===== config.mk =====
export PLATFORM = sky130hd
export DESIGN_NAME = wb_arbiter_flat
export DESIGN_NICKNAME = d
export VERILOG_FILES = /design/src/rtl/wb_arbiter_pkg.sv /design/src/rtl/wb_arbiter_if.sv /design/src/rtl/wb_arbiter_rr_pick.sv /design/src/rtl/wb_arbiter.sv /design/src/flat_wrapper.sv
export SDC_FILE = /design/constraint.sdc
export NUM_CORES = 1
export LEC_CHECK = 0
export ABC_AREA = 1
export CORE_MARGIN = 8
export CORE_UTILIZATION = 45
export CTS_CLUSTER_SIZE = 25
export DETAILED_ROUTE_END_ITERATION = 10
export DONT_BUFFER_PORTS = 1
export PLACE_DENSITY = 0.71
export REMOVE_ABC_BUFFERS = 1
export SLEW_MARGIN = 20
export SYNTH_ARGS = -nofsm -noshare
export SYNTH_HDL_FRONTEND = slang
export SYNTH_SLANG_ARGS = --single-unit

===== constraint.sdc =====
create_clock -name clk_i -period 1.25 [get_ports clk_i]
set_clock_uncertainty 0.15 [all_clocks]
set_input_delay 0.125 -clock clk_i [delete_from_list [all_inputs] [get_ports clk_i]]
set_output_delay 0.125 -clock clk_i [all_outputs]
set_load 0.03 [all_outputs]

===== src/rtl/wb_arbiter_pkg.sv =====
// Shared types and helpers for the round-robin Wishbone arbiter.
package wb_arbiter_pkg;

  typedef enum logic [0:0] {
    IDLE = 1'b0,
    BUSY = 1'b1
  } state_e;

  // Width of a requester index; a single requester still needs one bit.
  function automatic int idx_width(input int n);
    return (n > 1) ? $clog2(n) : 1;
  endfunction

endpackage


===== src/rtl/wb_arbiter_if.sv =====
// Bus bundle between the requesters, the arbiter and the shared slave.
interface wb_arbiter_if #(
  parameter int AddrSz = 4,
  parameter int DataSz = 8,
  parameter int NReq   = 2
);
  import wb_arbiter_pkg::*;

  // Handshake: a requester raises m_stb_i and holds it, with stable we/adr/dat,
  // until it sees m_ack_o or m_err_o for one cycle; the slave completes a
  // transfer by raising s_ack_i while s_stb_o is high (same cycle allowed).
  logic [NReq-1:0]        m_stb_i;
  logic [NReq-1:0]        m_we_i;
  logic [NReq*AddrSz-1:0] m_adr_i;
  logic [NReq*DataSz-1:0] m_dat_i;
  logic [NReq-1:0]        m_ack_o;
  logic [NReq-1:0]        m_err_o;
  logic [NReq*DataSz-1:0] m_dat_o;
  logic                   s_stb_o;
  logic                   s_we_o;
  logic [AddrSz-1:0]      s_adr_o;
  logic [DataSz-1:0]      s_dat_o;
  logic                   s_ack_i;
  logic [DataSz-1:0]      s_dat_i;
  logic [NReq-1:0]        gnt_o;
  state_e                 state;

  modport slave (
    input  m_stb_i, m_we_i, m_adr_i, m_dat_i, s_ack_i, s_dat_i,
    output m_ack_o, m_err_o, m_dat_o, s_stb_o, s_we_o, s_adr_o, s_dat_o,
    output gnt_o, state
  );

  modport master (
    output m_stb_i, m_we_i, m_adr_i, m_dat_i, s_ack_i, s_dat_i,
    input  m_ack_o, m_err_o, m_dat_o, s_stb_o, s_we_o, s_adr_o, s_dat_o,
    input  gnt_o, state
  );

endinterface


===== src/rtl/wb_arbiter_rr_pick.sv =====
// Combinational round-robin picker: first set request after 'last', wrapping.
module rr_pick
  import wb_arbiter_pkg::*;
#(
  parameter int NReq = 2,
  parameter int IW   = 1
) (
  input  logic [NReq-1:0] req,
  input  logic [IW-1:0]   last,
  output logic [IW-1:0]   winner,
  output logic            valid
);

  int            pos;
  logic [IW-1:0] idx;

  // Scan from the farthest candidate down so the nearest one after 'last' wins.
  always_comb begin
    winner = '0;
    valid  = 1'b0;
    pos    = 0;
    idx    = '0;
    for (int k = NReq; k >= 1; k--) begin
      pos = (int'(last) + k) % NReq;
      idx = IW'(pos);
      if (req[idx]) begin
        winner = idx;
        valid  = 1'b1;
      end
    end
  end

endmodule


===== src/rtl/wb_arbiter.sv =====
// Round-robin Wishbone arbiter sharing one slave between NReq requesters,
// with a per-transfer timeout that returns err when the slave never acks.
module wb_arbiter
  import wb_arbiter_pkg::*;
#(
  parameter int AddrSz     = 4,
  parameter int DataSz     = 8,
  parameter int NReq       = 2,
  parameter int TimeoutCyc = 15
) (
  input logic          clk_i,
  input logic          rst_i,
  wb_arbiter_if.slave  bus
);

  localparam int            IW       = idx_width(NReq);
  localparam int            CW       = (TimeoutCyc > 0) ? $clog2(TimeoutCyc + 1) : 1;
  localparam bit            TO_EN    = (TimeoutCyc != 0);
  localparam logic [CW-1:0] CNT_LAST = CW'((TimeoutCyc > 0) ? TimeoutCyc - 1 : 0);

  state_e         state_q, state_d;
  logic [IW-1:0]  gnt_q, gnt_d;
  logic [IW-1:0]  last_q, last_d;
  logic [CW-1:0]  cnt_q, cnt_d;

  logic [IW-1:0]        pick_idx;
  logic                 pick_valid;
  logic [NReq-1:0]        ack, err, gnt;
  logic [NReq*DataSz-1:0] m_dat;
  logic                   s_stb, s_we;
  logic [AddrSz-1:0]      s_adr;
  logic [DataSz-1:0]      s_dat;

  rr_pick #(.NReq(NReq), .IW(IW)) u_pick (
    .req    (bus.m_stb_i),
    .last   (last_q),
    .winner (pick_idx),
    .valid  (pick_valid)
  );

  // last_q starts at NReq-1 so requester 0 has first priority after reset.
  always_ff @(posedge clk_i or posedge rst_i) begin
    if (rst_i) begin
      state_q <= IDLE;
      gnt_q   <= '0;
      cnt_q   <= '0;
      last_q  <= IW'(NReq - 1);
    end else begin
      state_q <= state_d;
      gnt_q   <= gnt_d;
      cnt_q   <= cnt_d;
      last_q  <= last_d;
    end
  end

  always_comb begin
    state_d = state_q;
    gnt_d   = gnt_q;
    cnt_d   = cnt_q;
    last_d  = last_q;
    ack     = '0;
    err     = '0;
    gnt     = '0;
    m_dat   = '0;
    s_stb   = 1'b0;
    s_we    = 1'b0;
    s_adr   = '0;
    s_dat   = '0;
    case (state_q)
      IDLE: begin
        if (pick_valid) begin
          gnt_d   = pick_idx;
          cnt_d   = '0;
          state_d = BUSY;
        end
      end
      BUSY: begin
        gnt[gnt_q] = 1'b1;
        s_stb      = bus.m_stb_i[gnt_q];
        s_we       = bus.m_we_i[gnt_q];
        s_adr      = bus.m_adr_i[int'(gnt_q)*AddrSz +: AddrSz];
        s_dat      = bus.m_dat_i[int'(gnt_q)*DataSz +: DataSz];
        // Priority: abort, then ack, then timeout, so an ack on the limit cycle wins.
        if (!bus.m_stb_i[gnt_q]) begin
          last_d  = gnt_q;
          state_d = IDLE;
        end else if (bus.s_ack_i) begin
          ack[gnt_q]                          = 1'b1;
          m_dat[int'(gnt_q)*DataSz +: DataSz] = bus.s_dat_i;
          last_d                              = gnt_q;
          state_d                             = IDLE;
        end else if (TO_EN && cnt_q == CNT_LAST) begin
          err[gnt_q] = 1'b1;
          s_stb      = 1'b0;
          last_d     = gnt_q;
          state_d    = IDLE;
        end else if (TO_EN) begin
          cnt_d = cnt_q + CW'(1);
        end
      end
      default: state_d = IDLE;
    endcase
  end

  assign bus.m_ack_o = ack;
  assign bus.m_err_o = err;
  assign bus.m_dat_o = m_dat;
  assign bus.gnt_o   = gnt;
  assign bus.s_stb_o = s_stb;
  assign bus.s_we_o  = s_we;
  assign bus.s_adr_o = s_adr;
  assign bus.s_dat_o = s_dat;
  assign bus.state   = state_q;

endmodule


===== src/flat_wrapper.sv =====
// flat-port wrapper written by rule: the top's interface ports become plain ports
module wb_arbiter_flat import wb_arbiter_pkg::*;
#(
  parameter int AddrSz     = 4,
  parameter int DataSz     = 8,
  parameter int NReq       = 2,
  parameter int TimeoutCyc = 15
)
  (clk_i, rst_i, bus_m_stb_i, bus_m_we_i, bus_m_adr_i, bus_m_dat_i, bus_s_ack_i, bus_s_dat_i, bus_m_ack_o, bus_m_err_o, bus_m_dat_o, bus_s_stb_o, bus_s_we_o, bus_s_adr_o, bus_s_dat_o, bus_gnt_o, bus_state);
  wb_arbiter_if #(.AddrSz(AddrSz), .DataSz(DataSz), .NReq(NReq)) bus_i ();
  input logic clk_i;
  input logic rst_i;
  input wire logic [$bits(bus_i.m_stb_i)-1:0] bus_m_stb_i;
  input wire logic [$bits(bus_i.m_we_i)-1:0] bus_m_we_i;
  input wire logic [$bits(bus_i.m_adr_i)-1:0] bus_m_adr_i;
  input wire logic [$bits(bus_i.m_dat_i)-1:0] bus_m_dat_i;
  input wire logic [$bits(bus_i.s_ack_i)-1:0] bus_s_ack_i;
  input wire logic [$bits(bus_i.s_dat_i)-1:0] bus_s_dat_i;
  output wire logic [$bits(bus_i.m_ack_o)-1:0] bus_m_ack_o;
  output wire logic [$bits(bus_i.m_err_o)-1:0] bus_m_err_o;
  output wire logic [$bits(bus_i.m_dat_o)-1:0] bus_m_dat_o;
  output wire logic [$bits(bus_i.s_stb_o)-1:0] bus_s_stb_o;
  output wire logic [$bits(bus_i.s_we_o)-1:0] bus_s_we_o;
  output wire logic [$bits(bus_i.s_adr_o)-1:0] bus_s_adr_o;
  output wire logic [$bits(bus_i.s_dat_o)-1:0] bus_s_dat_o;
  output wire logic [$bits(bus_i.gnt_o)-1:0] bus_gnt_o;
  output wire logic [$bits(bus_i.state)-1:0] bus_state;
  assign bus_i.m_stb_i = bus_m_stb_i;
  assign bus_i.m_we_i = bus_m_we_i;
  assign bus_i.m_adr_i = bus_m_adr_i;
  assign bus_i.m_dat_i = bus_m_dat_i;
  assign bus_i.s_ack_i = bus_s_ack_i;
  assign bus_i.s_dat_i = bus_s_dat_i;
  assign bus_m_ack_o = bus_i.m_ack_o;
  assign bus_m_err_o = bus_i.m_err_o;
  assign bus_m_dat_o = bus_i.m_dat_o;
  assign bus_s_stb_o = bus_i.s_stb_o;
  assign bus_s_we_o = bus_i.s_we_o;
  assign bus_s_adr_o = bus_i.s_adr_o;
  assign bus_s_dat_o = bus_i.s_dat_o;
  assign bus_gnt_o = bus_i.gnt_o;
  assign bus_state = bus_i.state;
  wb_arbiter #(.AddrSz(AddrSz), .DataSz(DataSz), .NReq(NReq), .TimeoutCyc(TimeoutCyc)) u_core (.clk_i(clk_i), .rst_i(rst_i), .bus(bus_i));
endmodule

==> results of run 1 <==
metrics by stage:
stage	util	TNS, ns	hold slack [ns]	instances	area [um2]
floorplan	-	-17.14	-0.222	106	704
global placement	0.695	-2.07	-0.200	165	1060
detailed placement	0.695	-3.62	-0.190	165	1060
CTS	0.878	-11.57	0.0113	179	1340
cells by family after synthesis:
kind of cell             after synthesis  share of synthesized area
adder cells (fa/ha/maj)                2                     0.0341
AO/OA/AOI/OAI                         14                      0.169
AND/OR/NAND/NOR                       63                      0.414
buffers and inverters                 23                      0.143
flip-flops                             7                      0.240
timing repair:
| action | CTS |
|---|---|
| hold buffers | 3 |
| setup buffers | 7 |
| pin swaps | 10 |
| resized for setup | 44 |
| endpoints found under the setup margin | 43 |
| endpoints found under the hold margin | 9 |
==> impl_results.md, run 1 <==
- Status: aborted with a tool error
- Stopped at: 5_1_grt
- Stop Error: [ERROR DPL-0038] Utilization greater than 100%, impossible to legalize
- Post-Syn Area: between 700 and 800 um2
- Post-DP HPWL: roughly 2300 um
- Worst ep type: primary output
- Largest net degree at the start of global routing: 15
- Synthesized instance count: 109
- Yosys cell types: 19
- Commonest cells in the netlist: nand2_1 (21), nor2_1 (20), inv_1 (16)
- Sequential area share after synthesis: 0.240
- Die W: between 50 and 60 um
- Most frequent cell after synthesis: nand2_1
- Number of CTS-inserted buffers: 3
- Pre-CTS setup slack: -0.147 ns
- Num rows: 14
- GPL Wtd Cong: 0.872
- Area leader, netlist: dfrtp_1
- Die Y: 56.4 um
- Yosys reg bits: 7
- Post-synth EDFFs: 0
- Post-GRT worst EP: bus_s_adr_o[0]
- Clock sinks: 7
- H-tree depth: 1
- Synth warn: 0
- Synth Flop Type: dfrtp_1
- PortBufs: 0
- Area share of the largest cell type after synthesis: 0.204
- Mean post-synth cell area: 6.74 um2
- Leading post-synthesis cells by cell area: dfrtp_1 (20%), a22o_1 (11%), nand2_1 (11%), nor2_1 (10%), nand3_1 (8.2%)
- Starting Density: 0.482
- Post-synth ARST share: 1.00
- I/O Pins: between 70 and 80
- Clk buf depth: 2
- CTS root buf: clkbuf_4
==> run 2, diff against run 1 <==
--- a/config.mk
+++ b/config.mk
@@ -6,12 +6,11 @@
 export NUM_CORES = 1
 export LEC_CHECK = 0
 export ABC_AREA = 1
-export CORE_MARGIN = 8
-export CORE_UTILIZATION = 45
-export CTS_CLUSTER_SIZE = 25
+export CORE_AREA = 8 8 69 71
 export DETAILED_ROUTE_END_ITERATION = 10
+export DIE_AREA = 0 0 77 79
 export DONT_BUFFER_PORTS = 1
-export PLACE_DENSITY = 0.71
+export PLACE_DENSITY_LB_ADDON = 0.15
 export REMOVE_ABC_BUFFERS = 1
 export SLEW_MARGIN = 20
 export SYNTH_ARGS = -nofsm -noshare
==> constraint.sdc (replaced) <==
create_clock -name clk_i -period 1.6 [get_ports clk_i]
set_clock_uncertainty 0.15 [all_clocks]
set_input_delay 0.16 -clock clk_i [delete_from_list [all_inputs] [get_ports clk_i]]
set_output_delay 0.16 -clock clk_i [all_outputs]
set_load 0.03 [all_outputs]
==> run 2 against run 1 <==
  * The flow now finishes, with violations (setup timing)
  * Synthesized cell count is the same
  * Synthesized area unchanged
==> impl_results.md, run 2 <==
- Post-DP HPWL: 2380 um (+2.0%)
- Antenna Cells: 0
- Area Growth Syn to Fin: 80.4%
- Vias post-DR: roughly 910
- Mean post-synth cell area: 6.74 um2 (unchanged)
- PortBufs: 0 (unchanged)
- Clk buf depth: 2 (unchanged)
- Maximum fanout along the worst path: 7
- Largest reg by FF count: u_core.cnt_q
- Status: finished with violations
- Num rows: 23 (+9)
- Commonest cells in the netlist: nand2_1 (21), nor2_1 (20), inv_1 (16)
- Pre-CTS setup slack: 0.0735 ns (+0.220 ns)
- Fin util: 0.349
- GRT Overall Usage: 0.0862
- Post-synth EDFFs: 0 (unchanged)
- Failing checks: setup timing
- Post-layout nets: 197
- Most frequent cell after synthesis: nand2_1
- First-pass GRT wire length: approximately 4400 um
- Synth warn: 0 (unchanged)
- Yosys reg bits: 7 (unchanged)
- Crit-path slowest cell: dfrtp_2
- Grt ovf: 0
- Vias per cell: between 4 and 5
- Layout fillers: approximately 400
- Clk Latency, worst-skew pair: between 0.2 and 0.25 ns
- Max reg flops: 4
- Final count of pins violating max slew: 0
- Largest net degree at the start of global routing: 15
- I/O Pins: 76 (unchanged)
- PwrDens: between 1500 and 2000 nW/um2
- Startpoint Class: flop
- F_max: between 600 and 700 MHz
- Share of cells above drive strength 1: 0.497
- RSZ-0062 raised after global routing: yes
- Crit. End Element: output port
- Worst VDD drop: between 0.7 and 0.8 mV
- Commonest non-fill, non-tap cell in the layout: buf_4
- CP startpoint: u_core.gnt_q
- WHS: 0.0297 ns
- Worst R2R Start: u_core.cnt_q[1]
- Area share of the largest cell type after synthesis: 0.204 (unchanged)
- Vias in the first global route: 860
- Post-synth ARST share: 1.00 (unchanged)
- Layout Cells excl Fill: slightly above 200
- Area leader, netlist: dfrtp_1
- Largest family of logic cells by synthesized area: simple AND/OR/NAND/NOR gates
- Final wirelength: just over 3000 um
- Simple-Gate Fraction of Synth Area: 0.414 (unchanged)
- Final setup vio count: 15
- Max_slew headroom: 0.742
- Number of CTS-inserted buffers: 3 (unchanged)
- Area occupied by multi-input gates: ~530 um2
- Leading post-synthesis cells by cell area: dfrtp_1 (20%), a22o_1 (11%), nand2_1 (11%), nor2_1 (10%), nand3_1 (8.2%)
- GPL Wtd Cong: 0.760 (-13%)
- Initial antenna violation count: 0
- DRT Pass-1 Iters: 4
- Final period utilization: 1.02
- Register area: approximately 180 um2
- Drt initial violations: between 40 and 50
- Max incr delay on CP: just over 0.4 ns
- Full die area: 6080 um2
- Core footprint: around 3800 um2
- Routed wire per std cell: around 15 um
- Crit path cell chain: inv_2, nand2_2, inv_4, buf_6, a22o_4, buf_12
- Design Power: about 2.3 mW
- DRC viols: 0
- H-tree depth: 1 (unchanged)
- Synthesized instance count: 109 (unchanged)
- Post-Syn Area: 734 um2 (unchanged)
- Sum of buffers and inverters on the critical path: 4
- Compound-Gate Fraction of Synth Area: 0.169 (unchanged)
- Crit path kind: reg2out
- Worst path arrival time: around 1.3 ns
- Die W: 77 um (+37%)
- Final number of hold-violating endpoints: 0
- Clock-pin slew on the worst setup and hold paths: ~0.040 ns
- Crit path max-delay family: flip-flops
- Xor and xnor area share after synthesis: 0 (unchanged)
- Worst Setup Slack, final: -0.0285 ns
- Slew @ Worst Pin: approximately 0.38 ns
- Maxcap violations: 0
- Yosys cell types: 19 (unchanged)
- Starting Density: 0.193 (-0.289)
- Mux cell area share after synthesis: 0 (unchanged)
- Hold crit path type: in2reg
- Synth Flop Type: dfrtp_1
- Sequential area share after synthesis: 0.240 (unchanged)
- Post-route ant nets: 0
- Area share of fa/ha/maj cells after synthesis: 0.0341 (unchanged)
- CTS tree: yes
- Hold Crit Start: bus_m_stb_i[1]
- CTS root buf: clkbuf_8
- Minimum clock period after layout: 1.63 ns
- Commonest cells after routing, fill and taps aside: buf_4 (22), nand2_1 (21), buf_6 (17), inv_1 (14)
- Die Y: 79 um (+40%)
- Clock sinks: 7 (unchanged)
- Cell total after placement: 190 (+15%)
- Crit path required time: roughly 1.3 ns
- Leak: about 0.70 nW
-- run 2: final timing paths --
check                           cells past startpoint                to  slack, ns
max in group asynchronous                           2     u_core.last_q       0.88
worst min-delay path                                2  u_core.bus.state       0.03
worst min register to register                      2     u_core.last_q       0.33
min in group asynchronous                           2   u_core.cnt_q[2]       0.16
worst max-delay path                                6    bus_s_adr_o[2]      -0.03
worst max register to register                      7   u_core.cnt_q[0]       0.20
-- run 2: routing by layer --
| layer | GRT usage | wire length, um | vias to the layer above |
|---|---|---|---|
| met1 | 0.104 | 1250 | 420 |
| met3 | 0.0372 | 259 | 2 |
| met5 | 0 | 0 | - |
| li1 | - | - | 448 |
| met2 | 0.133 | 1490 | 42 |
| met4 | 0.0340 | 23 | 0 |
-- run 2: area by class of cell --
cell class / count / area share
multi-input cells: 80 / 0.402
repair buffers: 44 / 0.322
flip-flops and latches: 7 / 0.136
inverters: 20 / 0.0585
well taps: 50 / 0.0472
clock buffers: 4 / 0.0340
-- run 2: metrics by stage --
stage | setup TNS, ns | cell area [um2]
5_1_grt | -2.16 | 1330
2_1_floorplan | -6.02 | 704
4_1_cts | -0.164 | 1240
3_5_place_dp | 0 | 1050
3_3_place_gp | 0 | 1050
6_report | -0.221 | 1330
-- run 2: timing repair --
| action | CTS | global route |
|---|---|---|
| setup buffers | 5 | 1 |
| setup endpoints to repair | 33 | 32 |
| pin swaps | 5 | 8 |
| gates cloned | 1 | 1 |
| hold endpoints to repair | 8 | 0 |
| hold buffers | 3 | 0 |
| resized for setup | 22 | 17 |
-- run 2: kinds of logic (layout without fill, tap and decap cells) --
group | count (synthesis) | after routing
and+or+nand+nor | 63 | 64
DFF | 7 | 7
adders and majority gates | 2 | 2
AOI/OAI and AO/OA | 14 | 14
buffers and inverters | 23 | 68
-- run 2: where the power goes --
part           internal [mW]  switching [mW]
clock                  0.172          0.0723
combinational          0.740            1.01
sequential             0.248          0.0694
total                   1.16            1.15
Note: power is estimated with default switching activity, not from simulation.
==> run 3, diff against run 2 <==
--- a/config.mk
+++ b/config.mk
@@ -6,11 +6,11 @@
 export NUM_CORES = 1
 export LEC_CHECK = 0
 export ABC_AREA = 1
-export CORE_AREA = 8 8 69 71
+export CORE_AREA = 2 2 63 65
 export DETAILED_ROUTE_END_ITERATION = 10
-export DIE_AREA = 0 0 77 79
+export DIE_AREA = 0 0 65 67
 export DONT_BUFFER_PORTS = 1
-export PLACE_DENSITY_LB_ADDON = 0.15
+export PLACE_DENSITY = 0.39
 export REMOVE_ABC_BUFFERS = 1
 export SLEW_MARGIN = 20
 export SYNTH_ARGS = -nofsm -noshare
==> run 3 against run 2 <==
  * The run still ends with setup timing left
  * Sequential cell count did not move
  * Combinational power fell by 6%
  * Die area fell by 28%
  * Critical path type unchanged
  * Largest cell class unchanged
==> impl_results.md, run 3 (synthesized netlist as in run 2, its figures left out) <==
- PwrDens: 1780 nW/um2 (+2.1%)
- Commonest non-fill, non-tap cell in the layout: buf_4
- Final setup vio count: 10 (-5)
- Number of CTS-inserted buffers: 3 (unchanged)
- Leak: 0.674 nW (-3.1%)
- Full die area: 4360 um2 (-28%)
- Largest net degree at the start of global routing: 15 (unchanged)
- Design Power: 2.20 mW (-4.7%)
- Crit path required time: 1.29 ns (about the same)
- Vias per cell: 4.45 (about the same)
- Area Growth Syn to Fin: 68.3%
- Setup TNS: -0.156 ns (+0.0643 ns)
- Failing checks: setup timing
- Commonest cells after routing, fill and taps aside: buf_4 (29), nand2_1 (21), nor2_1 (19), inv_1 (14), nand3_1 (12)
- Die W: 65 um (-16%)
- Layout Cells excl Fill: 202 (-1.5%)
- Hold crit path type: in2reg
- Post-layout nets: 196 (-0.51%)
- Crit path kind: reg2out
- Final number of hold-violating endpoints: 0 (unchanged)
- Post-route ant nets: 0 (unchanged)
- Startpoint Class: flop
- CTS root buf: clkbuf_8
- Slew @ Worst Pin: 0.399 ns (+0.0155 ns)
- Num rows: 22 (-4.3%)
- First-pass GRT wire length: 3280 um (-25%)
- Clk Latency, worst-skew pair: 0.22 ns (about the same)
- Clock-pin slew on the worst setup and hold paths: 0.04 ns (about the same)
- Initial antenna violation count: 0 (unchanged)
- GRT Overall Usage: 0.0935 (+0.00729)
- Routed wire per std cell: 12.2 um (-17%)
- GPL Wtd Cong: 0.761 (about the same)
- Worst VDD drop: 0.632 mV (-12%)
- Status: finished with violations
- H-tree depth: 1 (unchanged)
- Antenna Cells: 0 (unchanged)
- Minimum clock period after layout: 1.63 ns (+0.00260 ns)
- Worst Setup Slack, final: -0.0311 ns (-0.00260 ns)
- RSZ-0062 raised after global routing: yes
- Final count of pins violating max slew: 0 (unchanged)
- DRT Pass-1 Iters: 4 (unchanged)
- I/O Pins: 76 (unchanged)
- Pre-CTS setup slack: 0.142 ns (+0.0686 ns)
- Max reg flops: 4 (unchanged)
- Starting Density: 0.204 (+0.0103)
- Clk buf depth: 2 (unchanged)
- Post-DP HPWL: 1930 um (-19%)
- Drt initial violations: 22 (-53%)
- Maximum fanout along the worst path: 7 (unchanged)
- Final period utilization: 1.02 (+0.00162)
- Vias post-DR: 898 (-1.5%)
- Largest reg by FF count: u_core.cnt_q
- Crit. End Element: output port
- Core footprint: 3610 um2 (-5.1%)
- DRC viols: 0 (unchanged)
- Grt ovf: 0 (unchanged)
- Vias in the first global route: 744 (-13%)
- Clock sinks: 7 (unchanged)
- Die Y: 67 um (-15%)
- Share of cells above drive strength 1: 0.429 (-0.0682)
- Final wirelength: 2470 um (-18%)
- Worst path arrival time: 1.32 ns (about the same)
- F_max: 613 MHz (-0.16%)
- Cell total after placement: 189 (-0.53%)
- PortBufs: 0 (unchanged)
- Max_slew headroom: 0.732 (-0.0104)
- CTS tree: yes
- Maxcap violations: 0 (unchanged)
- Layout fillers: 390 (-2.3%)
run 3: per-stage QoR:
| stage | area [um2] | utilization | hold slack, ns |
|---|---|---|---|
| CTS | 1180 | 0.328 | 0.0382 |
| floorplan | 704 | - | -0.187 |
| global placement | 1030 | 0.285 | -0.152 |
| global route | 1240 | 0.343 | 0.0853 |
| detailed placement | 1030 | 0.285 | -0.155 |
| finish | 1240 | 0.343 | 0.0455 |
run 3: critical path: stages (launching register included):
cell       delay [ns]
dfrtp_2          0.43
inv_2            0.09
nand2_2          0.06
inv_4            0.10
clkbuf_16        0.15
a22o_1           0.13
buf_6            0.13
run 3: routing by layer:
layer	vias to the layer above	part of all wire	GRT usage
met5	-	0	0
li1	446	-	-
met3	2	0.057	0.0253
met2	43	0.49	0.149
met4	0	0.0016	0.0426
met1	407	0.45	0.117
run 3: final timing paths:
kind / start / to / slack, ns / cells after the start
max: u_core.gnt_q / bus_s_dat_o[6] / -0.03 / 6
min: bus_m_stb_i[1] / u_core.bus.state / 0.05 / 2
max reg2reg: u_core.last_q / u_core.gnt_q / 0.08 / 4
min reg2reg: u_core.last_q / u_core.last_q / 0.32 / 2
max in group asynchronous: rst_i / u_core.last_q / 0.88 / 2
min in group asynchronous: rst_i / u_core.cnt_q[2] / 0.16 / 2
run 3: area by class of cell:
type	instances	area (um2)	share of cell area
multi-input cells	80	485	0.393
inverters	20	77.6	0.0628
well taps	48	60.1	0.0486
repair buffers	43	389	0.315
flip-flops and latches	7	179	0.145
clock buffers	4	45.0	0.0364
run 3: power breakdown:
part / switching (mW) / leakage, nW / internal (mW)
Clock: 0.0673 / 0.0228 / 0.172
Combinational: 0.974 / 0.564 / 0.678
Sequential: 0.0659 / 0.0872 / 0.246
run 3: repair_timing:
action	CTS	global route
pin swaps	3	3
gates cloned	0	2
gates resized for setup	17	3
hold buffers	3	0
setup endpoints to repair	33	33
buffers inserted	2	2
hold endpoints to repair	8	0
